--- src/rtl/vga_ram_arbiter_if.sv ---
// Purpose : bundles the display-fetch, host-bus and video-RAM signals of the arbiter.
// Latency : none (wiring only).
// Backpressure: none; requesters see drops through disp_ovf / bus_err.
//
// Port summary
//   display : disp_stb, disp_addr -> disp_data, disp_valid, disp_ovf
//   host bus: bus_stb, bus_rnw, bus_addr, bus_wdata -> bus_rdata, bus_ack, bus_err
//   RAM     : ram_en, ram_we, ram_addr, ram_wdata <- ram_rdata
// master = requesters plus the RAM model, slave = the arbiter.
`timescale 1ns/1ps
interface vga_ram_arbiter_if #(
    parameter int AW = 12,
    parameter int DW = 8
);
    // display fetch port
    logic          disp_stb;
    logic [0:AW-1] disp_addr;
    logic [0:DW-1] disp_data;
    logic          disp_valid;
    logic          disp_ovf;

    // host bus port
    logic          bus_stb;
    logic          bus_rnw;
    logic [0:AW-1] bus_addr;
    logic [0:DW-1] bus_wdata;
    logic [0:DW-1] bus_rdata;
    logic          bus_ack;
    logic          bus_err;

    // video RAM port
    logic          ram_en;
    logic          ram_we;
    logic [0:AW-1] ram_addr;
    logic [0:DW-1] ram_wdata;
    logic [0:DW-1] ram_rdata;

    modport master (
        output disp_stb, disp_addr,
        output bus_stb, bus_rnw, bus_addr, bus_wdata,
        output ram_rdata,
        input  disp_data, disp_valid, disp_ovf,
        input  bus_rdata, bus_ack, bus_err,
        input  ram_en, ram_we, ram_addr, ram_wdata
    );

    modport slave (
        input  disp_stb, disp_addr,
        input  bus_stb, bus_rnw, bus_addr, bus_wdata,
        input  ram_rdata,
        output disp_data, disp_valid, disp_ovf,
        output bus_rdata, bus_ack, bus_err,
        output ram_en, ram_we, ram_addr, ram_wdata
    );
endinterface

--- src/rtl/vga_ram_arbiter.sv ---
// Purpose : arbitrates a single-port video RAM between display fetches and host-bus accesses.
// Latency : strobe at edge E0, grant at E1, response pulse in the cycle after E3; one access per 2 cycles.
// Backpressure: one-deep pending buffer per requester; a strobe hitting a busy buffer is dropped and flagged.
//
// Port summary
//   Bus2IP_Clk   : single clock, all state on its rising edge
//   Bus2IP_Reset : asynchronous, active-high reset of all state and outputs
//   io           : display / bus / RAM signal bundle (vga_ram_arbiter_if.slave)
// Parameters: AW address width, DW data width, MAX_WAIT bus starvation limit in cycles.
`timescale 1ns/1ps
module vga_ram_arbiter #(
    parameter int AW       = 12,
    parameter int DW       = 8,
    parameter int MAX_WAIT = 16
) (
    input  logic                Bus2IP_Clk,
    input  logic                Bus2IP_Reset,
    vga_ram_arbiter_if.slave    io
);

    localparam int WW = (MAX_WAIT < 1) ? 1 : $clog2(MAX_WAIT + 1);
    localparam logic [WW-1:0] WAIT_LIMIT = WW'(MAX_WAIT);

    typedef enum logic [1:0] {
        S_IDLE    = 2'd0,
        S_ACCESS  = 2'd1,
        S_CAPTURE = 2'd2
    } state_t;

    state_t        r_state;
    state_t        w_next_state;

    // pending buffers
    logic          r_disp_pend;
    logic [0:AW-1] r_disp_addr;
    logic          r_bus_pend;
    logic          r_bus_rnw;
    logic [0:AW-1] r_bus_addr;
    logic [0:DW-1] r_bus_wdata;

    // starvation counter and grant record for the access in flight
    logic [WW-1:0] r_wait_cnt;
    logic          r_gnt_bus;
    logic          r_gnt_rnw;

    // registered RAM drive
    logic          r_ram_en;
    logic          r_ram_we;
    logic [0:AW-1] r_ram_addr;
    logic [0:DW-1] r_ram_wdata;

    // registered responses
    logic [0:DW-1] r_disp_data;
    logic          r_disp_valid;
    logic          r_disp_ovf;
    logic [0:DW-1] r_bus_rdata;
    logic          r_bus_ack;
    logic          r_bus_err;

    // grant decode
    logic          w_grant;
    logic          w_grant_bus;
    logic          w_disp_gnt;
    logic          w_bus_gnt;
    logic          w_bus_starved;
    logic          w_disp_take;
    logic          w_bus_take;

    assign w_bus_starved = (r_wait_cnt >= WAIT_LIMIT);
    assign w_disp_gnt    = w_grant && !w_grant_bus;
    assign w_bus_gnt     = w_grant &&  w_grant_bus;

    // A buffer accepts a new strobe when empty, or when its current entry
    // is being granted on this same edge (the entry moves into the RAM stage).
    assign w_disp_take   = io.disp_stb && (!r_disp_pend || w_disp_gnt);
    assign w_bus_take    = io.bus_stb  && (!r_bus_pend  || w_bus_gnt);

    //------------------------------------------------------------------
    // FSM
    //------------------------------------------------------------------
    always_ff @(posedge Bus2IP_Clk or posedge Bus2IP_Reset) begin
        if (Bus2IP_Reset) begin
            r_state <= S_IDLE;
        end else begin
            r_state <= w_next_state;
        end
    end

    // Grants are only issued on the edge leaving IDLE or CAPTURE, so a new
    // access can never start while another sits in ACCESS.
    always_comb begin
        w_next_state = r_state;
        w_grant      = 1'b0;
        w_grant_bus  = 1'b0;
        case (r_state)
            S_IDLE, S_CAPTURE: begin
                if (r_disp_pend || r_bus_pend) begin
                    w_next_state = S_ACCESS;
                    w_grant      = 1'b1;
                    // display has priority unless the bus has waited too long
                    w_grant_bus  = r_bus_pend && (!r_disp_pend || w_bus_starved);
                end else begin
                    w_next_state = S_IDLE;
                end
            end
            S_ACCESS: begin
                w_next_state = S_CAPTURE;
            end
            default: begin
                w_next_state = S_IDLE;
            end
        endcase
    end

    //------------------------------------------------------------------
    // Pending buffers
    //------------------------------------------------------------------
    always_ff @(posedge Bus2IP_Clk or posedge Bus2IP_Reset) begin
        if (Bus2IP_Reset) begin
            r_disp_pend <= 1'b0;
            r_disp_addr <= '0;
            r_disp_ovf  <= 1'b0;
        end else begin
            if (w_disp_take) begin
                r_disp_pend <= 1'b1;
                r_disp_addr <= io.disp_addr;
            end else if (w_disp_gnt) begin
                r_disp_pend <= 1'b0;
            end
            r_disp_ovf <= io.disp_stb && !w_disp_take;
        end
    end

    always_ff @(posedge Bus2IP_Clk or posedge Bus2IP_Reset) begin
        if (Bus2IP_Reset) begin
            r_bus_pend  <= 1'b0;
            r_bus_rnw   <= 1'b0;
            r_bus_addr  <= '0;
            r_bus_wdata <= '0;
            r_bus_err   <= 1'b0;
        end else begin
            if (w_bus_take) begin
                r_bus_pend  <= 1'b1;
                r_bus_rnw   <= io.bus_rnw;
                r_bus_addr  <= io.bus_addr;
                r_bus_wdata <= io.bus_wdata;
            end else if (w_bus_gnt) begin
                r_bus_pend  <= 1'b0;
            end
            r_bus_err <= io.bus_stb && !w_bus_take;
        end
    end

    // Counts every cycle the bus entry waits, saturating at the limit.
    always_ff @(posedge Bus2IP_Clk or posedge Bus2IP_Reset) begin
        if (Bus2IP_Reset) begin
            r_wait_cnt <= '0;
        end else if (w_bus_gnt) begin
            r_wait_cnt <= '0;
        end else if (r_bus_pend && !w_bus_starved) begin
            r_wait_cnt <= r_wait_cnt + 1'b1;
        end
    end

    //------------------------------------------------------------------
    // RAM drive: registered so the RAM sees clean signals for the whole
    // ACCESS cycle.
    //------------------------------------------------------------------
    always_ff @(posedge Bus2IP_Clk or posedge Bus2IP_Reset) begin
        if (Bus2IP_Reset) begin
            r_ram_en    <= 1'b0;
            r_ram_we    <= 1'b0;
            r_ram_addr  <= '0;
            r_ram_wdata <= '0;
            r_gnt_bus   <= 1'b0;
            r_gnt_rnw   <= 1'b0;
        end else begin
            r_ram_en <= w_grant;
            r_ram_we <= w_bus_gnt && !r_bus_rnw;
            if (w_grant) begin
                r_gnt_bus  <= w_grant_bus;
                r_gnt_rnw  <= r_bus_rnw;
                r_ram_addr <= w_grant_bus ? r_bus_addr : r_disp_addr;
                if (w_bus_gnt && !r_bus_rnw) begin
                    r_ram_wdata <= r_bus_wdata;
                end
            end
        end
    end

    //------------------------------------------------------------------
    // Responses: RAM data is valid during CAPTURE and is registered at its
    // end; a bus write acks at the same point without touching bus_rdata.
    // Reset returns the FSM to IDLE, so an interrupted access never
    // reaches CAPTURE and never answers.
    //------------------------------------------------------------------
    always_ff @(posedge Bus2IP_Clk or posedge Bus2IP_Reset) begin
        if (Bus2IP_Reset) begin
            r_disp_data  <= '0;
            r_disp_valid <= 1'b0;
            r_bus_rdata  <= '0;
            r_bus_ack    <= 1'b0;
        end else begin
            r_disp_valid <= 1'b0;
            r_bus_ack    <= 1'b0;
            if (r_state == S_CAPTURE) begin
                if (r_gnt_bus) begin
                    r_bus_ack <= 1'b1;
                    if (r_gnt_rnw) begin
                        r_bus_rdata <= io.ram_rdata;
                    end
                end else begin
                    r_disp_valid <= 1'b1;
                    r_disp_data  <= io.ram_rdata;
                end
            end
        end
    end

    assign io.ram_en     = r_ram_en;
    assign io.ram_we     = r_ram_we;
    assign io.ram_addr   = r_ram_addr;
    assign io.ram_wdata  = r_ram_wdata;
    assign io.disp_data  = r_disp_data;
    assign io.disp_valid = r_disp_valid;
    assign io.disp_ovf   = r_disp_ovf;
    assign io.bus_rdata  = r_bus_rdata;
    assign io.bus_ack    = r_bus_ack;
    assign io.bus_err    = r_bus_err;

endmodule

--- src/flat_wrapper.sv ---
// flat-port wrapper written by rule: the top's interface ports become plain ports
module vga_ram_arbiter_flat 
#(
    parameter int AW       = 12,
    parameter int DW       = 8,
    parameter int MAX_WAIT = 16
)
  (Bus2IP_Clk, Bus2IP_Reset, io_disp_stb, io_disp_addr, io_bus_stb, io_bus_rnw, io_bus_addr, io_bus_wdata, io_ram_rdata, io_disp_data, io_disp_valid, io_disp_ovf, io_bus_rdata, io_bus_ack, io_bus_err, io_ram_en, io_ram_we, io_ram_addr, io_ram_wdata);
  vga_ram_arbiter_if #(.AW(AW), .DW(DW)) io_i ();
  input  logic Bus2IP_Clk;
  input  logic Bus2IP_Reset;
  input wire logic [$bits(io_i.disp_stb)-1:0] io_disp_stb;
  input wire logic [$bits(io_i.disp_addr)-1:0] io_disp_addr;
  input wire logic [$bits(io_i.bus_stb)-1:0] io_bus_stb;
  input wire logic [$bits(io_i.bus_rnw)-1:0] io_bus_rnw;
  input wire logic [$bits(io_i.bus_addr)-1:0] io_bus_addr;
  input wire logic [$bits(io_i.bus_wdata)-1:0] io_bus_wdata;
  input wire logic [$bits(io_i.ram_rdata)-1:0] io_ram_rdata;
  output wire logic [$bits(io_i.disp_data)-1:0] io_disp_data;
  output wire logic [$bits(io_i.disp_valid)-1:0] io_disp_valid;
  output wire logic [$bits(io_i.disp_ovf)-1:0] io_disp_ovf;
  output wire logic [$bits(io_i.bus_rdata)-1:0] io_bus_rdata;
  output wire logic [$bits(io_i.bus_ack)-1:0] io_bus_ack;
  output wire logic [$bits(io_i.bus_err)-1:0] io_bus_err;
  output wire logic [$bits(io_i.ram_en)-1:0] io_ram_en;
  output wire logic [$bits(io_i.ram_we)-1:0] io_ram_we;
  output wire logic [$bits(io_i.ram_addr)-1:0] io_ram_addr;
  output wire logic [$bits(io_i.ram_wdata)-1:0] io_ram_wdata;
  assign io_i.disp_stb = io_disp_stb;
  assign io_i.disp_addr = io_disp_addr;
  assign io_i.bus_stb = io_bus_stb;
  assign io_i.bus_rnw = io_bus_rnw;
  assign io_i.bus_addr = io_bus_addr;
  assign io_i.bus_wdata = io_bus_wdata;
  assign io_i.ram_rdata = io_ram_rdata;
  assign io_disp_data = io_i.disp_data;
  assign io_disp_valid = io_i.disp_valid;
  assign io_disp_ovf = io_i.disp_ovf;
  assign io_bus_rdata = io_i.bus_rdata;
  assign io_bus_ack = io_i.bus_ack;
  assign io_bus_err = io_i.bus_err;
  assign io_ram_en = io_i.ram_en;
  assign io_ram_we = io_i.ram_we;
  assign io_ram_addr = io_i.ram_addr;
  assign io_ram_wdata = io_i.ram_wdata;
  vga_ram_arbiter #(.AW(AW), .DW(DW), .MAX_WAIT(MAX_WAIT)) u_core (.Bus2IP_Clk(Bus2IP_Clk), .Bus2IP_Reset(Bus2IP_Reset), .io(io_i));
endmodule
--- config.mk ---
export PLATFORM = sky130hd
export DESIGN_NAME = vga_ram_arbiter_flat
export DESIGN_NICKNAME = d
export VERILOG_FILES = /design/src/rtl/vga_ram_arbiter_if.sv /design/src/rtl/vga_ram_arbiter.sv /design/src/flat_wrapper.sv
export SDC_FILE = /design/constraint.sdc
export NUM_CORES = 1
export LEC_CHECK = 0
export BUFFER_PORTS_ARGS = -buffer_cell sky130_fd_sc_hd__clkbuf_2
export CAP_MARGIN = 15
export CORE_MARGIN = 3
export CORE_UTILIZATION = 56
export DETAILED_ROUTE_END_ITERATION = 16
export PLACE_DENSITY = 0.82
export SLEW_MARGIN = 20
export SYNTH_ARGS = -nofsm -noshare
export SYNTH_HDL_FRONTEND = slang
export SYNTH_SLANG_ARGS = --single-unit
--- constraint.sdc ---
create_clock -name Bus2IP_Clk -period 4.4 [get_ports Bus2IP_Clk]
set_input_delay 0.22 -clock Bus2IP_Clk [delete_from_list [all_inputs] [get_ports Bus2IP_Clk]]
set_output_delay 0.22 -clock Bus2IP_Clk [all_outputs]
set_load 0.02 [all_outputs]
==> results of run 1 <==
==> cell usage in the layout, fill, tap and decap left out, types with 3 or more instances in the layout <==
cell type / n
nand2b_1: 3
nand3_1: 12
nor2b_1: 3
nand2_1: 3
dfrtp_1: 86
mux2_1: 4
mux2_2: 54
nor2_1: 17
clkbuf_2: 86
inv_1: 3
o21ai_0: 14
a31oi_1: 12
clkbuf_8: 11
==> repair_timing <==
item,in CTS,in global routing
hold endpoints to repair,42,0
endpoints found under the setup margin,0,0
hold buffers,1,0
==> cell usage after synthesis (all sizes together) <==
library cell	number
a21oi	2
o22ai	1
a31oi	12
nor2b	4
o21ba	2
nand3	12
o21ai	15
nand2	3
a41oi	1
nand2b	3
clkbuf	3
and3	1
ha	1
a21o	1
nor4b	1
nor2	17
o21bai	1
buf	10
mux2	58
nand3b	2
nor3b	2
xnor2	1
dfrtp	86
mux2i	1
inv	4
xor2	1
or3	1
and3b	1
==> worst register-to-register path, stage by stage, from the launching register on <==
cell and delay [ns]:
dfrtp_1 0.42, nor2b_2 0.27, o22ai_2 0.86, mux2_2 0.44
==> metrics by stage <==
stage	cell area, um^2	util [%]	power, mW	setup WS [ns]
after global placement	3870	68.19	2.634	2.263
final	4085	71.98	3.227	2.299
after CTS	4081	71.91	3.252	2.176
after detailed placement	3870	68.19	2.695	2.199
after floorplan	3386	-	2.299	1.958
after global routing	4085	71.98	3.449	2.197
==> area by class of cell <==
type                            count  area share [%]
Sequential cell                    86           52.68
Multi-Input combinational cell    144           28.64
Timing Repair Buffer               89           11.15
Clock buffer                       13           3.890
Tap cell                           72           2.205
Clock inverter                      3           1.041
Inverter                            4          0.3982
==> routing by layer <==
metal | wire length (um) | vias to the layer above
met5 | 0 | -
met4 | 104 | 0
met3 | 421 | 9
met2 | 3374 | 72
met1 | 2773 | 1127
li1 | - | 1044
==> sequential cells by signal (all words and copies together), names as in the netlist <==
name and flops:
u_core.r_disp_addr 12, u_core.io.ram_addr 12, u_core.r_bus_rnw 1, u_core.io.disp_data 8
u_core.io.disp_valid 1, u_core.io.bus_rdata 8, u_core.io.ram_en 1, u_core.r_gnt_rnw 1
u_core.r_bus_addr 12, u_core.r_gnt_bus 1, u_core.r_state 2, u_core.io.bus_err 1
u_core.r_wait_cnt 5, u_core.r_bus_wdata 8, u_core.io.ram_we 1, u_core.r_bus_pend 1
u_core.io.ram_wdata 8, u_core.r_disp_pend 1, u_core.io.disp_ovf 1, u_core.io.bus_ack 1
==> kinds of logic after synthesis <==
kind of cell / synth area share, %
AND/OR/NAND/NOR: 7.576
multiplexers: 19.59
AO/OA/AOI/OAI: 6.209
adder cells (fa/ha/maj): 0.3695
flip-flops: 63.56
XOR/XNOR: 0.5175
buffers and inverters: 2.180
==> power by group through the flow <==
stage               sequential (mW)  clock [mW]  combinational [mW]
global placement               1.41           0                1.23
CTS                            1.42       0.563                1.27
detailed placement             1.43           0                1.26
floorplan                      1.60           0               0.695
finish                         1.42       0.553                1.25
global route                   1.47       0.609                1.37
==> path summary, 6_finish.rpt <==
check,cells after the start,end,from
worst max-delay path,3,u_core.r_bus_addr[10],u_core.r_disp_pend
worst min-delay path,2,u_core.r_bus_addr[7],io_bus_addr[4]
worst max register to register,3,u_core.r_bus_addr[10],u_core.r_disp_pend
worst min register to register,1,u_core.r_state[1],u_core.r_state[1]
max in group asynchronous,4,u_core.r_bus_wdata[7],Bus2IP_Reset
min in group asynchronous,3,u_core.io.ram_addr[0],Bus2IP_Reset
==> flow_summary.ini, run 1 <==
[grt]
grt_max_degree = 45
use_met3_pct = 5.331
grt_pass1_wl_um = 11550
grt_use_total_pct = 20.85
grt_pass1_vias = 2417
met1_usage_pct = 26.03
grt_antenna_before_repair = 0
busiest_layer = met2
use_met2_pct = 35.07
globalRouteOverflowTotal = 0

[timing]
finalCriticalPeriod_ns = 2.101
hold_viol_final = 0
fin_skew_ns = 0.009728
period_share_pct = 47.74
setup_viol = 0
grt_setup_unrepaired = no
slew_viol_final = 0
slew_headroom_pct = 26.68
holdWs_ns = 0.09973
worst_pin_slew_ns = 1.100
max_freq_mhz = 476.0
setup_tns_ns = 0

[worst_setup_path]
critPathRequiredTime_ns = 4.62
end_kind = flip-flop
r2r_slack_ns = 2.30
cp_cell_sequence = nor2b_2, o22ai_2, mux2_2
startpoint_type = flip-flop
crit_type = reg -> reg
cp_top_family = compound AO/OA/AOI/OAI gates
arrival_ns = 2.32
crit_buf_inv = 0
cp_slowest_cell = o22ai_2
slowest_delay_ns = 0.86
worstPathMaxFanout = 21

[synth]
syn_area_per_cell_um2 = 13.71
postSynthCellCount = 247
synth.yosys.seq_area_share_pct = 63.56
ys_seq_elements = 86
synth_area_um2 = 3386
post-synth-top-area-cell = dfrtp_1
synth-warning-count = 0
synth_cell_types = 31
synth_nets = 293
synthTopCellsByArea = dfrtp_1 64%, mux2_2 18%, a31oi_1 2.2%
synth_top_area_share_pct = 63.56

[clocking]
clockBufferDepth = 2
ctsResizeCount = 0
tritoncts = yes
cts.htree.levels = 3
clk_latency_ns = 0.34
cts.clk_slew.worst_paths_ns = 0.08
post_cts_buffers = 0
clk_root_buffer_cell = clkbuf_8
cts_sinks = 86
numCtsBuffers = 9

[power]
power_frac_comb_pct = 38.9
power.density_nw_per_um2 = 789.9
power.internal_mw = 2.026
p_sw_share_pct = 37.21
pwr-share-seq_pct = 44.0
p_leak_nw = 1.898
peakVddDrop_mv = 0.4002
p_clk_share_pct = 17.2
p_sw_mw = 1.201

[drt]
drt-vias-per-instance = 5.479
antenna_left = 0
via_count = 2252
postRouteWirelength_um = 6673
avgRoutedWirePerCell_um = 16.24
first_pass_iters = 4
drc = 0
drtIter0Drc = 112

[layout]
insertedDiodeCount = 0
layoutNonFillerInstCount = 411
multi_input_area_um2 = 1170
drive_gt1_share_pct = 48.08
ff_latch_area_um2 = 2152
areaGrowthSynthToFinish_pct = 20.66
fin_nets = 380
fillers = 406

[placed_design]
io_buffers = 86
gp_congestion = 0.7755
dpl.hpwl_um = 4682
dp_cells = 394

[floorplan]
dieArea_um2 = 7015
fp.coreArea_um2 = 5675
initial_core_util_pct = 59.66
die-width_um = 83.76
io_pins = 87
die_h_um = 83.76
row_count = 27

[job]
cap_violations = 0

[status]
status = complete, no violations

[min_path]
min_path_type = in -> reg
Note: power is estimated with default switching activity, not from simulation.
==> run 2: changes to the inputs <==
--- a/config.mk
+++ b/config.mk
@@ -8,9 +8,9 @@
 export BUFFER_PORTS_ARGS = -buffer_cell sky130_fd_sc_hd__clkbuf_2
 export CAP_MARGIN = 15
 export CORE_MARGIN = 3
-export CORE_UTILIZATION = 56
+export CORE_UTILIZATION = 47
 export DETAILED_ROUTE_END_ITERATION = 16
-export PLACE_DENSITY = 0.82
+export PLACE_DENSITY = 0.73
 export SLEW_MARGIN = 20
 export SYNTH_ARGS = -nofsm -noshare
 export SYNTH_HDL_FRONTEND = slang
==> constraint.sdc (replaced) <==
create_clock -name Bus2IP_Clk -period 1.9 [get_ports Bus2IP_Clk]
set_input_delay 0.095 -clock Bus2IP_Clk [delete_from_list [all_inputs] [get_ports Bus2IP_Clk]]
set_output_delay 0.095 -clock Bus2IP_Clk [all_outputs]
set_load 0.02 [all_outputs]
==> flow_summary.ini, run 2 (same netlist as run 1, synthesis figures left out) <==
[status]
status = complete, no violations

[worst_setup_path]
crit_type = reg -> reg
worstPathMaxFanout = 13
arrival_ns = 1.83
critPathRequiredTime_ns = 2.13
end_kind = flip-flop
startpoint_type = flip-flop

[power]
power.density_nw_per_um2 = 1658
p_leak_nw = 2.102
peakVddDrop_mv = 0.9443

[floorplan]
fp.coreArea_um2 = 6907
dieArea_um2 = 8258
io_pins = 87
die_h_um = 90.88
initial_core_util_pct = 49.02
die-width_um = 90.88
row_count = 30

[layout]
areaGrowthSynthToFinish_pct = 35.88
insertedDiodeCount = 0
drive_gt1_share_pct = 43.56
fin_nets = 429
fillers = 550
fin_area_um2 = 4601
final_cell_mix = 86 x clkbuf_2, 86 x dfrtp_1, 54 x mux2_2

[drt]
drtIter0Drc = 118
via_count = 2402
antenna_left = 0
drc = 0
avgRoutedWirePerCell_um = 15.13
drt-vias-per-instance = 4.963
first_pass_iters = 4
postRouteWirelength_um = 7322

[grt]
globalRouteOverflowTotal = 0
grt_max_degree = 87
grt_antenna_before_repair = 0
grt_use_total_pct = 18.87
grt_pass1_vias = 2573
grt_pass1_wl_um = 12410

[placed_design]
place_area_um2 = 3980
dpl.hpwl_um = 4637
io_buffers = 86
gp_congestion = 0.7383

[timing]
hold_viol_final = 0
slew_headroom_pct = 69.34
finalCriticalPeriod_ns = 1.598
max_freq_mhz = 625.6
grt_setup_unrepaired = no
slew_viol_final = 0
setup_tns_ns = 0
setup_viol = 0
period_share_pct = 84.13
fin_skew_ns = 0.01388
worst_pin_slew_ns = 0.4599

[clocking]
post_cts_buffers = 0
cts.htree.levels = 3
tritoncts = yes
numCtsBuffers = 9
ctsResizeCount = 0
cts.clk_slew.worst_paths_ns = 0.08
clk_root_buffer_cell = clkbuf_8
clockBufferDepth = 2
cts_hold_buf = 43
clk_latency_ns = 0.35
cts_sinks = 86

[min_path]
min_path_type = in -> reg

[job]
cap_violations = 0
[run 2: cell types whose count changed in the layout (fill, tap and decap cells not counted), sizes merged]
cell         delta
clkbuf          -2
clkinvlp        +2
dlygate4sd3    +42
inv             +1
clkinv          -1
buf             +7
[run 2: worst paths after layout]
path,start,endpoint,slack [ns],cells after the start
hold / removal,io_disp_addr[8],u_core.r_disp_addr[3],0.01,2
max in group asynchronous,Bus2IP_Reset,u_core.r_state[1],1.14,4
min in group asynchronous,Bus2IP_Reset,u_core.io.bus_rdata[0],0.39,4
setup / recovery,u_core.r_bus_pend,u_core.r_disp_addr[3],0.30,4
hold reg to reg,u_core.r_state[1],u_core.r_state[1],0.45,1
setup reg to reg,u_core.r_bus_pend,u_core.r_disp_addr[3],0.30,4
[run 2: report_power, final]
group | switching [mW] | total [mW] | internal (mW)
sequential | 0.554 | 3.30 | 2.75
combinational | 1.67 | 3.09 | 1.42
clock | 0.624 | 1.23 | 0.611
total | 2.85 | 7.63 | 4.78
[run 2: final cells by class]
| class | instances | area [um^2] | area share (%) |
|---|---|---|---|
| Clock buffer | 11 | 131.4 | 2.856 |
| Clock inverter | 5 | 58.81 | 1.278 |
| Inverter | 4 | 18.77 | 0.4079 |
| Multi-Input combinational cell | 144 | 1166 | 25.35 |
| Sequential cell | 86 | 2152 | 46.78 |
| Tap cell | 96 | 120.1 | 2.611 |
| Timing Repair Buffer | 138 | 953.4 | 20.72 |
[run 2: stage by stage]
step | total power, mW | hold WS [ns] | cells | worst slack (ns) | utilization (%)
after detailed placement | 6.371 | 0.2474 | 425 | 0.3014 | 57.63
final | 7.629 | 0.01494 | 484 | 0.3015 | 66.61
after global placement | 6.237 | 0.2515 | 425 | 0.3609 | 57.63
after floorplan | 5.325 | 0.1873 | 247 | 0.3611 | -
after CTS | 7.686 | 0.003965 | 484 | 0.3000 | 66.61
after global routing | 8.148 | 0.001893 | 484 | 0.1857 | 66.61
[run 2: routing by layer]
layer  vias to the layer above  global-route usage (%)  share of wire, %
met3                         7                   5.917               5.1
met1                      1182                   22.98                43
met4                         0                   4.397              0.86
met2                        67                   32.80                51
li1                       1146                       -                 -
met5                         -                       0                 0
[run 2: critical path: stages (launching register included)]
cell and delay [ns]:
dfrtp_1 0.59, a21oi_1 0.18, o21ai_1 0.14, buf_4 0.22, mux2_2 0.36
